### src/rtl/tv_capture_pkg.sv
// Shared types and helpers for the test-vector capture unit.
package tv_capture_pkg;

  typedef enum logic [2:0] {
    S_IDLE,
    S_ARMED,
    S_SETTLE,
    S_WRITE,
    S_DUMP,
    S_DONE
  } tv_state_e;

  localparam int DEPTH_DEF = 64;
  localparam int PTR_W     = $clog2(DEPTH_DEF);
  localparam int CNT_W     = PTR_W + 1;

  // Packs {stim, resp} with stim in the MSBs; callers truncate to IN_W+OUT_W.
  function automatic logic [63:0] pack_entry(input logic [31:0] stim,
                                             input logic [31:0] resp,
                                             input int          out_w);
    return (64'(stim) << out_w) | 64'(resp);
  endfunction

endpackage

### src/rtl/tv_capture_mem.sv
// DEPTH x W capture buffer: one write port, one registered read port.
module tv_capture_mem #(
  parameter int DEPTH = 64,
  parameter int W     = 16
) (
  input  logic                     clk,
  input  logic                     reset,
  input  logic                     we,
  input  logic [$clog2(DEPTH)-1:0] wr_addr,
  input  logic [W-1:0]             wr_data,
  input  logic                     re,
  input  logic [$clog2(DEPTH)-1:0] rd_addr,
  output logic [W-1:0]             rd_data
);

  logic [W-1:0] mem [DEPTH];

  always_ff @(posedge clk) begin
    if (we) mem[wr_addr] <= wr_data;
  end

  // Output register keeps a sync reset so rd_data reads 0 after reset.
  always_ff @(posedge clk) begin
    if (reset)   rd_data <= '0;
    else if (re) rd_data <= mem[rd_addr];
  end

endmodule

### src/rtl/tv_capture.sv
// Captures {stimulus, settled response} pairs and streams them back in order.
module tv_capture
  import tv_capture_pkg::*;
#(
  parameter int IN_W   = 8,
  parameter int OUT_W  = 8,
  parameter int DEPTH  = DEPTH_DEF,
  parameter int SETTLE = 1
) (
  input  logic                    clk,
  input  logic                    reset,
  input  logic                    start,
  input  logic                    stop,
  input  logic                    vec_valid,
  input  logic [IN_W-1:0]         vec_in,
  input  logic [OUT_W-1:0]        dut_out,
  output logic                    busy,
  output logic                    full,
  output logic [$clog2(DEPTH):0]  count,
  output logic [15:0]             dropped,
  output logic                    rd_valid,
  input  logic                    rd_ready,
  output logic [IN_W+OUT_W-1:0]   rd_data,
  output logic                    done
);

  localparam int PTR_W = $clog2(DEPTH);
  localparam int CNT_W = PTR_W + 1;
  localparam int W     = IN_W + OUT_W;
  localparam int SC_W  = (SETTLE > 1) ? $clog2(SETTLE) : 1;

  tv_state_e         state, nxt;
  logic [PTR_W-1:0]  wr_ptr, rd_ptr, rd_addr;
  logic [IN_W-1:0]   stim_q;
  logic [OUT_W-1:0]  resp_q;
  logic [SC_W-1:0]   settle_cnt;
  logic              stop_pend;
  logic              accept, wr_en, rd_en, xfer, last;
  logic [W-1:0]      wr_data;

  assign busy    = (state == S_SETTLE) || (state == S_WRITE);
  assign full    = (count == CNT_W'(DEPTH));
  assign done    = (state == S_DONE);
  assign wr_data = W'(pack_entry(32'(stim_q), 32'(resp_q), OUT_W));
  assign rd_addr = rd_ptr + PTR_W'(xfer);

  always_comb begin
    nxt    = state;
    accept = 1'b0;
    wr_en  = 1'b0;
    xfer   = rd_valid && rd_ready;
    last   = xfer && (CNT_W'(rd_ptr) == count - CNT_W'(1));
    case (state)
      S_IDLE:   if (start) nxt = S_ARMED;
      S_ARMED: begin
        if (stop || full) nxt = S_DUMP;
        else if (vec_valid) begin
          nxt    = S_SETTLE;
          accept = 1'b1;
        end
      end
      S_SETTLE: if (settle_cnt == '0) nxt = S_WRITE;
      S_WRITE: begin
        wr_en = 1'b1;
        // This write fills the buffer, or a stop arrived while busy.
        if (stop_pend || stop || count == CNT_W'(DEPTH - 1)) nxt = S_DUMP;
        else nxt = S_ARMED;
      end
      S_DUMP:   if (count == '0 || last) nxt = S_DONE;
      S_DONE:   if (start) nxt = S_ARMED;
      default:  nxt = S_IDLE;
    endcase
    // Prefetch the next entry on a transfer so rd_valid has no bubbles.
    rd_en = (state == S_DUMP) && (count != '0) && (!rd_valid || xfer) && !last;
  end

  always_ff @(posedge clk) begin
    if (reset) begin
      state      <= S_IDLE;
      wr_ptr     <= '0;
      rd_ptr     <= '0;
      count      <= '0;
      dropped    <= '0;
      rd_valid   <= 1'b0;
      stop_pend  <= 1'b0;
      stim_q     <= '0;
      resp_q     <= '0;
      settle_cnt <= '0;
    end else begin
      state <= nxt;
      if ((state == S_IDLE || state == S_DONE) && start) begin
        wr_ptr    <= '0;
        rd_ptr    <= '0;
        count     <= '0;
        dropped   <= '0;
        stop_pend <= 1'b0;
      end
      if (accept) begin
        stim_q     <= vec_in;
        settle_cnt <= SC_W'(SETTLE - 1);
      end
      if (state == S_SETTLE) begin
        if (settle_cnt == '0) resp_q <= dut_out;
        else                  settle_cnt <= settle_cnt - SC_W'(1);
      end
      if (busy && vec_valid && dropped != 16'hFFFF) dropped <= dropped + 16'd1;
      if (busy && stop) stop_pend <= 1'b1;
      if (wr_en) begin
        wr_ptr <= wr_ptr + PTR_W'(1);
        count  <= count + CNT_W'(1);
      end
      if (state == S_DUMP) begin
        stop_pend <= 1'b0;
        rd_valid  <= (count != '0) && !last;
        if (xfer) rd_ptr <= rd_ptr + PTR_W'(1);
      end
    end
  end

  tv_capture_mem #(.DEPTH(DEPTH), .W(W)) u_mem (
    .clk     (clk),
    .reset   (reset),
    .we      (wr_en),
    .wr_addr (wr_ptr),
    .wr_data (wr_data),
    .re      (rd_en),
    .rd_addr (rd_addr),
    .rd_data (rd_data)
  );

endmodule
### config.mk
export PLATFORM = sky130hd
export DESIGN_NAME = tv_capture
export DESIGN_NICKNAME = d
export VERILOG_FILES = /design/src/rtl/tv_capture_pkg.sv /design/src/rtl/tv_capture_mem.sv /design/src/rtl/tv_capture.sv
export SDC_FILE = /design/constraint.sdc
export NUM_CORES = 1
export LEC_CHECK = 0
export BUFFER_PORTS_ARGS = -buffer_cell sky130_fd_sc_hd__buf_2
export CAP_MARGIN = 20
export CORE_MARGIN = 3
export CORE_UTILIZATION = 60
export DETAILED_ROUTE_END_ITERATION = 12
export HOLD_SLACK_MARGIN = 0.05
export PLACE_DENSITY = 0.76
export SLEW_MARGIN = 20
export SYNTH_ARGS = -nofsm -noshare
export SYNTH_HDL_FRONTEND = slang
export SYNTH_SLANG_ARGS = --single-unit
### constraint.sdc
create_clock -name clk -period 4.1 [get_ports clk]
set_input_delay 0.205 -clock clk [delete_from_list [all_inputs] [get_ports clk]]
set_output_delay 0.205 -clock clk [all_outputs]
set_load 0.02 [all_outputs]
# After elaboration in Yosys (flattened, before gate mapping)

Memories as Yosys holds them, arrays and structs flattened. A register that Yosys moved wholly into a read port is not among the register bits.
Cells that the tools add are included.

RAM bits: 1,024
Memories kept: 1
Input bits: 22
Output and inout bits: 43
Word-level logic and storage cells: 89
Bits in registers: 57

Memories:

| name      | words | width | rd ports | clocked after memory_dff | write ports | RTL line             | RTL |
|---|---|---|---|---|---|---|---|
| u_mem.mem | 64    | 16    | 1        | 1                        | 1           | tv_capture_mem.sv:16 | `logic [W-1:0] mem [DEPTH];` |

Eq/ne operators: 13
Bitwise operators: 2
Mux-type cells: 27
Reductions and logical operators: 29
Add/sub/neg operators: 7

Operators with widths:

| kind                                                                  | count |
|---|---|
| 16-bit two-way mux                                                    | 2 |
| 6-bit two-way mux                                                     | 5 |
| 3-bit two-way mux                                                     | 6 |
| 16-bit by 1-bit adder with 16-bit output, second input constant       | 1 |
| 16-bit inequality test, second input constant                         | 1 |
| 16-bit by 8-bit OR with 16-bit output                                 | 1 |
| 3-bit case mux with 5 select lines                                    | 1 |
| 7-bit two-way mux                                                     | 2 |
| 6-bit by 1-bit adder with 6-bit output, second input constant         | 2 |
| 1-bit two-way mux                                                     | 11 |
| 1-bit logical AND                                                     | 10 |
| 7-bit by 1-bit adder with 7-bit output, second input constant         | 1 |
| 6-bit by 7-bit equality test with 1-bit output                        | 1 |
| 7-bit by 6-bit equality test with 1-bit output, second input constant | 1 |
| 7-bit equality test, second input constant                            | 1 |
| 7-bit zero test                                                       | 1 |
| 1-bit logical OR                                                      | 7 |
| 7-bit nonzero test                                                    | 1 |
| 7-bit by 1-bit subtractor with 7-bit output, second input constant    | 1 |
| 6-bit by 1-bit adder with 6-bit output                                | 1 |
| 3-bit by 2-bit equality test with 1-bit output, second input constant | 2 |
| 3-bit equality test, second input constant                            | 2 |
| 2-bit nonzero test                                                    | 3 |
| 2-bit inequality test, second input constant                          | 2 |
| 10 further kinds                                                      | 12 |

# Depth between registers and ports, before layout

Gate-level depths: netlist of run 1.

Depth after elaboration: 7
Gate-level depth with buffers: 13

# Modules after synthesis

From an unflattened synthesis of run 1, not the netlist that was laid out.

Cell total of the unflattened synthesis: 2,398
Area total of the unflattened synthesis: 43,143.9 um^2

By module, submodules not included:

| module         | area an instance (um^2) | cells an instance | seq. area each (um^2) | times used |
|---|---|---|---|---|
| tv_capture_mem | 40,146.0                | 2,036             | 31,069.8              | 1 |
| tv_capture     | 2,997.9                 | 362               | 1,141.1               | 1 |

# Worst setup path before layout of run 1

OpenSTA, ideal clock, no wires.

Path kind: reg-to-reg
Start point: reg rd_valid
End point: reg u_mem.rd_data[3] (read register of u_mem.mem)
Data arrival time: 2.800 ns
Buffers on the path: 2
Stages on the path, launching flop included: 12
Path slack: 1.167 ns
Period minus slack after synthesis: 2.933 ns
Path through: dfxtp_1 -> and2_0 -> ha_1 -> ha_1 -> buf_2 -> clkbuf_1 -> mux4_2 -> mux4_2 -> nand2_1 -> a21oi_1 -> nor3_2 -> nor3_2

Word-level cells in the longest chain between the ends: 4

RTL lines:

| what                                                                                           | RTL line             | RTL |
|---|---|---|
| from (decl)                                                                                    | tv_capture.sv:21     | `output logic rd_valid,` |
| from (signal assigned)                                                                         | tv_capture.sv:114    | `rd_valid <= (count != '0) && !last;` |
| parallel branches: the longest is 4 deep, another holds 6-bit by 1-bit adder with 6-bit output | --                   |  |
| to (decl)                                                                                      | tv_capture_mem.sv:13 | `output logic [W-1:0] rd_data` |

Several ways; the timed one is not identified.
A chain may end at the register's enable or synchronous reset.

# Worst setup path in the final report of run 1

Start point: reg rd_valid
End point: reg u_mem.rd_data[5] (read register of u_mem.mem)

The elaborated chain is that of the path after synthesis.

==> results of run 1 <==
[power by group through the flow]
stage	combinational [mW]	sequential, mW	clock (mW)
2_1_floorplan	0.567	13.1	0
3_3_place_gp	1.11	13.0	0
3_5_place_dp	1.17	13.1	0
4_1_cts	1.19	12.8	9.78
5_1_grt	1.30	12.8	10.2
6_report	1.21	12.8	9.68
[area by class of cell]
class | count | area [µm²] | area share
Sequential cell | 1097 | 32200 | 0.658
Multi-Input combinational cell | 948 | 10200 | 0.209
Clock buffer | 139 | 2860 | 0.0584
Timing Repair Buffer | 229 | 1830 | 0.0373
Tap cell | 940 | 1180 | 0.0240
Clock inverter | 53 | 603 | 0.0123
Inverter | 5 | 18.8 | 0.000383
Antenna cell | 1 | 2.50 | 0.0000511
[worst min-delay path by stage]
stage	cells after the start	startpoint	end
floorplan	2	dut_out[0]	resp_q[0]
global placement	3	dut_out[1]	resp_q[1]
detailed placement	3	dut_out[0]	resp_q[0]
CTS	4	vec_valid	dropped[12]
global route	4	vec_valid	dropped[12]
finish	4	vec_valid	dropped[12]
[cell usage after synthesis, drive strengths merged (17+ instances only)]
master  count
a21oi      49
a311oi     25
a31oi      17
buf        78
clkbuf     47
dfxtp      73
edfxtp   1024
mux2i      17
mux4      294
nand2     142
nand3      33
nor2      184
nor3       39
o21ai      28
[placed cells by master (no fill, tap or decap), types with 6 or more instances in the layout]
| master | synthesis | final |
|---|---|---|
| and3_1 | 10 | 10 |
| buf_2 | 33 | 64 |
| xnor2_1 | 11 | 9 |
| dlygate4sd3_1 | 0 | 17 |
| clkbuf_16 | 0 | 109 |
| nor3_1 | 28 | 28 |
| mux2i_1 | 17 | 17 |
| dfxtp_1 | 73 | 57 |
| a31oi_1 | 16 | 16 |
| mux4_2 | 288 | 288 |
| ha_1 | 8 | 6 |
| o211ai_1 | 9 | 9 |
| clkinv_2 | 0 | 10 |
| clkinv_1 | 0 | 24 |
| buf_4 | 9 | 130 |
| nor3_2 | 11 | 11 |
| dfxtp_2 | 0 | 14 |
| buf_12 | 2 | 18 |
| edfxtp_1 | 1024 | 1024 |
| o21ai_0 | 25 | 25 |
| a311oi_1 | 25 | 25 |
| nand3_1 | 32 | 32 |
| nand2_1 | 142 | 142 |
| nor2_1 | 184 | 184 |
| clkbuf_1 | 45 | 28 |
| a211oi_1 | 12 | 12 |
| bufinv_16 | 0 | 11 |
| a21oi_1 | 49 | 49 |
| mux4_1 | 6 | 6 |
[registers in the layout, summed over array words and instances, names as in the netlist, 3 cells and up]
| name | count |
|---|---|
| stim_q | 8 |
| resp_q | 8 |
| u_mem.mem | 1024 |
| rd_ptr | 6 |
| count | 7 |
| wr_ptr | 6 |
| u_mem.rd_data | 16 |
| state | 3 |
| dropped | 16 |
[layer usage]
metal / wire, µm / part of all wire / vias up
li1: - / - / 9309
met1: 41100 / 0.38 / 12100
met2: 50900 / 0.47 / 1677
met3: 12800 / 0.12 / 266
met4: 4360 / 0.040 / 2
met5: 11 / 0.00010 / -
[logic make-up (layout without fill, tap and decap cells)]
| logic type | count (synthesis) | in the layout | synth area share |
|---|---|---|---|
| adders and majority gates | 8 | 8 | 0.00232 |
| and+or+nand+nor | 449 | 449 | 0.0461 |
| buffers and inverters | 130 | 426 | 0.0181 |
| DFF | 1097 | 1097 | 0.747 |
| other | 0 | 1 | 0 |
| xor gates and xnor gates | 19 | 19 | 0.00420 |
| muxes | 311 | 311 | 0.158 |
| AOI/OAI and AO/OA | 161 | 161 | 0.0249 |
[repair_timing]
item / in CTS / in global routing
hold buffers: 17 / 0
gates resized for setup: 0 / 0
hold endpoints to repair: 19 / 0
endpoints found under the setup margin: 0 / 0
[worst reg2reg max path: cells and delay by family (launching register included)]
kind / cells / cell delay, ns
buffers and inverters: 1 / 0.36
adders and majority gates: 1 / 0.22
AOI/OAI and AO/OA: 5 / 1.36
DFF: 1 / 0.37
and+or+nand+nor: 2 / 0.61
xor gates and xnor gates: 1 / 0.81
[per-stage QoR]
step	power (mW)	instance area, µm²
2_1_floorplan	13.7	43100
3_3_place_gp	14.1	45300
3_5_place_dp	14.2	45300
4_1_cts	23.8	48900
5_1_grt	24.3	49000
6_report	23.7	49000
==> flow_metrics.env, run 1 <==
export IMPL_status="finished clean"
export IMPL_vias=23300
export IMPL_syn_avg_cell_area_um2=19.8
export IMPL_clock_sinks=1097
export IMPL_antenna_found_initial=1
export IMPL_worst_pin_slew_ns=1.27
export IMPL_timing_hold_ws_ns=0.132
export IMPL_crit_top_cell="a211oi_1"
export IMPL_h_tree_depth=3
export IMPL_tritoncts="done"
export IMPL_synthArstFlopShare=0
export IMPL_p_int_mw=18.5
export IMPL_cap_violations=0
export IMPL_cp_endpoint="u_mem.rd_data[5]"
export IMPL_seqPwrFrac=0.541
export IMPL_dieArea_um2=75200
export IMPL_clkLatencyLatePin_ns=0.67
export IMPL_synth_top_area_cell="edfxtp_1"
export IMPL_top_usage_layer="met2"
export IMPL_fin_worst_skew_ns=0.0244
export IMPL_dp_hpwl_um=63000
export IMPL_fmax_mhz=263
export IMPL_cp_required_ns=4.69
export IMPL_cts_root_buffer="clkbuf_16"
export IMPL_path_max_fanout=12
export IMPL_p_sw_mw=5.19
export IMPL_setup_slack_ns=0.301
export IMPL_pwr_share_comb=0.051
export IMPL_syn2layout_area_growth_pct=13.5
export IMPL_cp_slowest_stage_delay_ns=0.81
export IMPL_port_buffers=64
export IMPL_ys_seq_area_frac=0.747
export IMPL_drive_above_1_share=0.278
export IMPL_switching_share=0.219
export IMPL_fin_crit_sh=0.927
export IMPL_crit_chain="and2_0 -> ha_4 -> nand3_1 -> xor2_4 -> buf_4 -> a211oi_1 -> a211oi_1 -> a311oi_1 -> a311o_1 -> a21oi_1"
export IMPL_cts_setup_buffers=0
export IMPL_rsz0062_at_grt="false"
export IMPL_grt_usage=0.297
export IMPL_die_y_um=274
export IMPL_num_rows=97
export IMPL_finalNonFillerCells=3412
export IMPL_hold_viol_final=0
export IMPL_dpl_cell_count=3202
export IMPL_routabilityCongestion=0.975
export IMPL_cp_num_cells=10
export IMPL_crit_path_top_delay_cell="xor2_4"
export IMPL_netlist_area_um2=43100
export IMPL_cts_inserted_buffers=106
export IMPL_critPathBufInv=1
export IMPL_first_pass_iters=6
export IMPL_crit_family="compound AO/OA/AOI/OAI gates"
export IMPL_use_met2=0.450
export IMPL_ys_ff_latch=1097
export IMPL_clk_path_buf_depth=3
export IMPL_grt_pass1_vias=22900
export IMPL_fin_setup_tns_ns=0
export IMPL_grt_max_degree=66
export IMPL_vdd_drop_max_mv=0.429
export IMPL_vias_per_cell=6.83
export IMPL_grt_use_met3=0.0679
export IMPL_p_leak_nw=15.8
export IMPL_synth_cell_types=60
export IMPL_synth_warnings=0
export IMPL_finalMaxSlewViolations=0
export IMPL_rr_endpoint="u_mem.rd_data[5]"
export IMPL_globalRouteOverflowTotal=0
export IMPL_relSlewSlack=0.153
export IMPL_routed_wl_um=109000
export IMPL_crit_type="register to register"
export IMPL_r2r_cells=10
export IMPL_drcViolationCount=0
export IMPL_ys_flop_type="edfxtp_1"
export IMPL_hold_path_class="input port to register"
export IMPL_drt_iter0_drc=3111
export IMPL_rrSetupSlack_ns=0.30
export IMPL_clock_power_share=0.408
export IMPL_die_x_um=274
export IMPL_setup_viol=0
export IMPL_cp_start_kind="register"
export IMPL_synth_top_area_frac=0.713
export IMPL_p_per_area_nw_per_um2=485
export IMPL_nNetsFinal=2417
export IMPL_io_pins=65
export IMPL_synth_area_leaders="edfxtp_1 (71%), mux4_2 (15%), dfxtp_1 (3.4%)"
export IMPL_synth_edf_count=1024
export IMPL_fp_coreArea_um2=70600
export IMPL_end_kind="register"
export IMPL_num_fill_cells=4167
export IMPL_syn_num_nets=2205
export IMPL_wl_per_cell_um=32.0
export IMPL_grt_first_pass_wirelength_um=159000
export IMPL_syn_inst=2175
export IMPL_critPathArrivalTime_ns=4.39
export IMPL_period_needed_ns=3.80
export IMPL_start_util=0.611
export IMPL_finish_utilization=0.693
export IMPL_globalRouteMet1Util=0.430
export IMPL_dpl_worst_slack_ns=0.497
export IMPL_r2r_start="rd_valid"
export IMPL_clkTransAtPathRegs_ns=0.06
export IMPL_ant_nets=0
export IMPL_setup_worst_path_start="rd_valid"
(Power assumes the default switching activity.)
==> inputs of run 2 (changes only) <==
--- a/config.mk
+++ b/config.mk
@@ -15,4 +15,5 @@
 export SLEW_MARGIN = 20
 export SYNTH_ARGS = -nofsm -noshare
 export SYNTH_HDL_FRONTEND = slang
+export SYNTH_HIERARCHICAL = 1
 export SYNTH_SLANG_ARGS = --single-unit
==> run 2 against run 1 <==
Net effect: global-route usage down 0.95 points; synthesized area about the same; power down 5.7%; clock power up 1%; critical endpoint is now u_mem/rd_data[4].
==> flow_metrics.env, run 2 <==
export IMPL_synth_top_area_cell="edfxtp_1"
export IMPL_hold_viol_final=0
export IMPL_cap_violations=0
export IMPL_globalRouteOverflowTotal=0
export IMPL_synth_area_leaders="edfxtp_1 (71%), mux4_2 (6.7%), mux2_2 (5.0%)"
export IMPL_cp_required_ns=4.61
export IMPL_fin_crit_sh=0.955
export IMPL_drive_above_1_share=0.280
export IMPL_ant_nets=0
export IMPL_wl_per_cell_um=29.4
export IMPL_antenna_found_initial=0
export IMPL_path_max_fanout=62
export IMPL_cts_resized=0
export IMPL_cts_setup_buffers=0
export IMPL_synth_most_common_cell="edfxtp_1"
export IMPL_status="finished clean"
export IMPL_hold_path_class="input port to register"
export IMPL_first_pass_iters=5
export IMPL_period_needed_ns=3.91
export IMPL_clock_sinks=1097
export IMPL_hp_start="start"
export IMPL_ys_flop_type="edfxtp_1"
export IMPL_cts_root_buffer="clkbuf_16"
export IMPL_num_fill_cells=4300
export IMPL_final_cell_mix="edfxtp_1 (1024), mux2_2 (192), buf_4 (129), mux4_2 (128), clkbuf_16 (106)"
export IMPL_clock_power_share=0.439
export IMPL_setup_viol=0
export IMPL_rsz0062_at_grt="false"
export IMPL_syn2layout_area_growth_pct=13.4
export IMPL_rrSetupSlack_ns=0.19
export IMPL_drcViolationCount=0
export IMPL_cts_inserted_buffers=106
export IMPL_p_int_mw=18.0
export IMPL_num_rows=97
export IMPL_routabilityCongestion=0.900
export IMPL_port_buffers=64
export IMPL_grt_first_pass_wirelength_um=157000
export IMPL_final_common_cell="edfxtp_1"
export IMPL_r2r_cells=13
export IMPL_fin_total_pwr_mw=22.4
export IMPL_r2r_start="rd_valid"
export IMPL_cp_start_kind="register"
export IMPL_grt_max_degree=66
export IMPL_synth_top_area_frac=0.713
export IMPL_io_pins=65
export IMPL_start_util=0.611
export IMPL_largest_registers="u_mem/mem (1024), dropped (16), u_mem/rd_data (16)"
export IMPL_finalMaxSlewViolations=0
export IMPL_routed_wl_um=106000
export IMPL_worst_pin_slew_ns=1.07
export IMPL_tritoncts="done"
export IMPL_seqPwrFrac=0.547
export IMPL_p_sw_mw=4.38
export IMPL_ys_seq_area_frac=0.747
export IMPL_fp_coreArea_um2=70600
export IMPL_vias=24000
export IMPL_end_kind="register"
export IMPL_synthArstFlopShare=0
export IMPL_clk_path_buf_depth=3
export IMPL_switching_share=0.196
export IMPL_vias_per_cell=6.64
export IMPL_syn_avg_cell_area_um2=18.0
export IMPL_dpl_cell_count=3398
export IMPL_min_to="state[0]"
export IMPL_synth_warnings=6
export IMPL_netlist_area_um2=43100
export IMPL_die_x_um=274
export IMPL_p_leak_nw=15.7
export IMPL_timing_hold_ws_ns=0.110
export IMPL_clkLatencyLatePin_ns=0.68
export IMPL_crit_type="register to register"
export IMPL_p_per_area_nw_per_um2=457
export IMPL_nNetsFinal=2616
export IMPL_pwr_share_comb=0.014
export IMPL_top_register="u_mem/mem"
export IMPL_critPathArrivalTime_ns=4.42
export IMPL_fin_worst_skew_ns=0.0234
export IMPL_fin_setup_tns_ns=0
export IMPL_syn_inst=2398
export IMPL_h_tree_depth=3
export IMPL_rr_endpoint="u_mem/rd_data[4]"
export IMPL_clkTransAtPathRegs_ns=0.06
export IMPL_drt_iter0_drc=2875
export IMPL_synth_edf_count=1024
export IMPL_yosys_top_cells_count="edfxtp_1 (1024), mux2_2 (192), mux4_2 (128)"
export IMPL_synth_cell_types=69
export IMPL_dp_hpwl_um=62700
export IMPL_die_y_um=274
export IMPL_grt_usage=0.287
export IMPL_finalNonFillerCells=3616
export IMPL_dieArea_um2=75200
export IMPL_largest_reg_flops=1024
export IMPL_worstHoldPathCells=4
export IMPL_ys_ff_latch=1097
export IMPL_cts_hold_buffers=20
export IMPL_vdd_drop_max_mv=0.409
export IMPL_syn_num_nets=2428
export IMPL_finish_utilization=0.693
export IMPL_grt_pass1_vias=23600
export IMPL_fmax_mhz=255
export IMPL_relSlewSlack=0.283
==> run 2: cell types whose count changed in the layout (fill, tap and decap cells not counted), moves of 43 or more <==
cell / delta
o22ai_1: +64
a211oi_1: +52
nand2_1: -86
o21ai_0: +43
nor2_1: -79
mux2_2: +192
mux4_2: -160
nor2b_1: +73
==> run 2: through the flow <==
stage	instance area (µm²)	setup WS, ns
6_report	48900	0.186
4_1_cts	48900	0.291
2_1_floorplan	43100	1.08
5_1_grt	48900	0.0626
3_3_place_gp	45200	0.431
3_5_place_dp	45200	0.325
==> run 2: layer usage <==
layer	vias up	GRT usage	share of wire
met1	12300	0.407	0.38
met2	1453	0.447	0.48
met5	-	0	0
met4	0	0.110	0.039
li1	10000	-	-
met3	214	0.0599	0.11
==> run 2: final cells by class <==
cell class,count,area (µm²),area share
clock buffers,125,2720,0.0557
clock inverters,72,820,0.0167
inverters,10,37.5,0.000767
multi-input cells,1146,10200,0.209
diodes,1,2.50,0.0000511
well taps,940,1180,0.0240
flip-flops and latches,1097,32200,0.659
repair buffers,225,1730,0.0353
==> run 2: kinds of logic (layout without fill, tap and decap cells) <==
group                    Yosys count  count (layout)  share of synthesized area
flip-flops                      1097            1097                      0.747
AND/OR/NAND/NOR                  408             408                     0.0495
AO/OA/AOI/OAI                    377             377                     0.0597
multiplexers                     329             329                      0.119
buffers and inverters            155             432                     0.0180
XOR/XNOR                          24              24                    0.00487
adder cells (fa/ha/maj)            8               8                    0.00232
other                              0               1                          0
==> run 2: power by group through the flow <==
stage / logic (mW) / clock network (mW) / registers, mW
floorplan: 0.129 / 0 / 12.5
global placement: 0.264 / 0 / 12.5
detailed placement: 0.278 / 0 / 12.5
CTS: 0.297 / 9.92 / 12.2
global route: 0.325 / 10.4 / 12.2
finish: 0.303 / 9.82 / 12.2
==> run 2: worst max path at each step <==
| stage | from | to | cells past startpoint |
|---|---|---|---|
| after floorplan | state[0] | u_mem/mem[48][0] | 7 |
| after global placement | rd_valid | u_mem/rd_data[4] | 13 |
| after detailed placement | rd_valid | u_mem/rd_data[4] | 13 |
| after CTS | rd_valid | u_mem/rd_data[6] | 13 |
| after global routing | rd_valid | u_mem/rd_data[4] | 13 |
| final | rd_valid | u_mem/rd_data[4] | 13 |
==> run 2: worst max-delay path: stages (launching register included) <==
cell      delay (ns)
dfxtp_1         0.39
nand2_1         0.18
inv_1           0.14
ha_4            0.14
ha_1            0.24
xor2_4          0.23
buf_12          0.27
buf_12          0.29
buf_12          0.34
mux2_2          0.39
o22ai_1         0.15
o31ai_1         0.09
nor3_1          0.58
o221ai_1        0.23
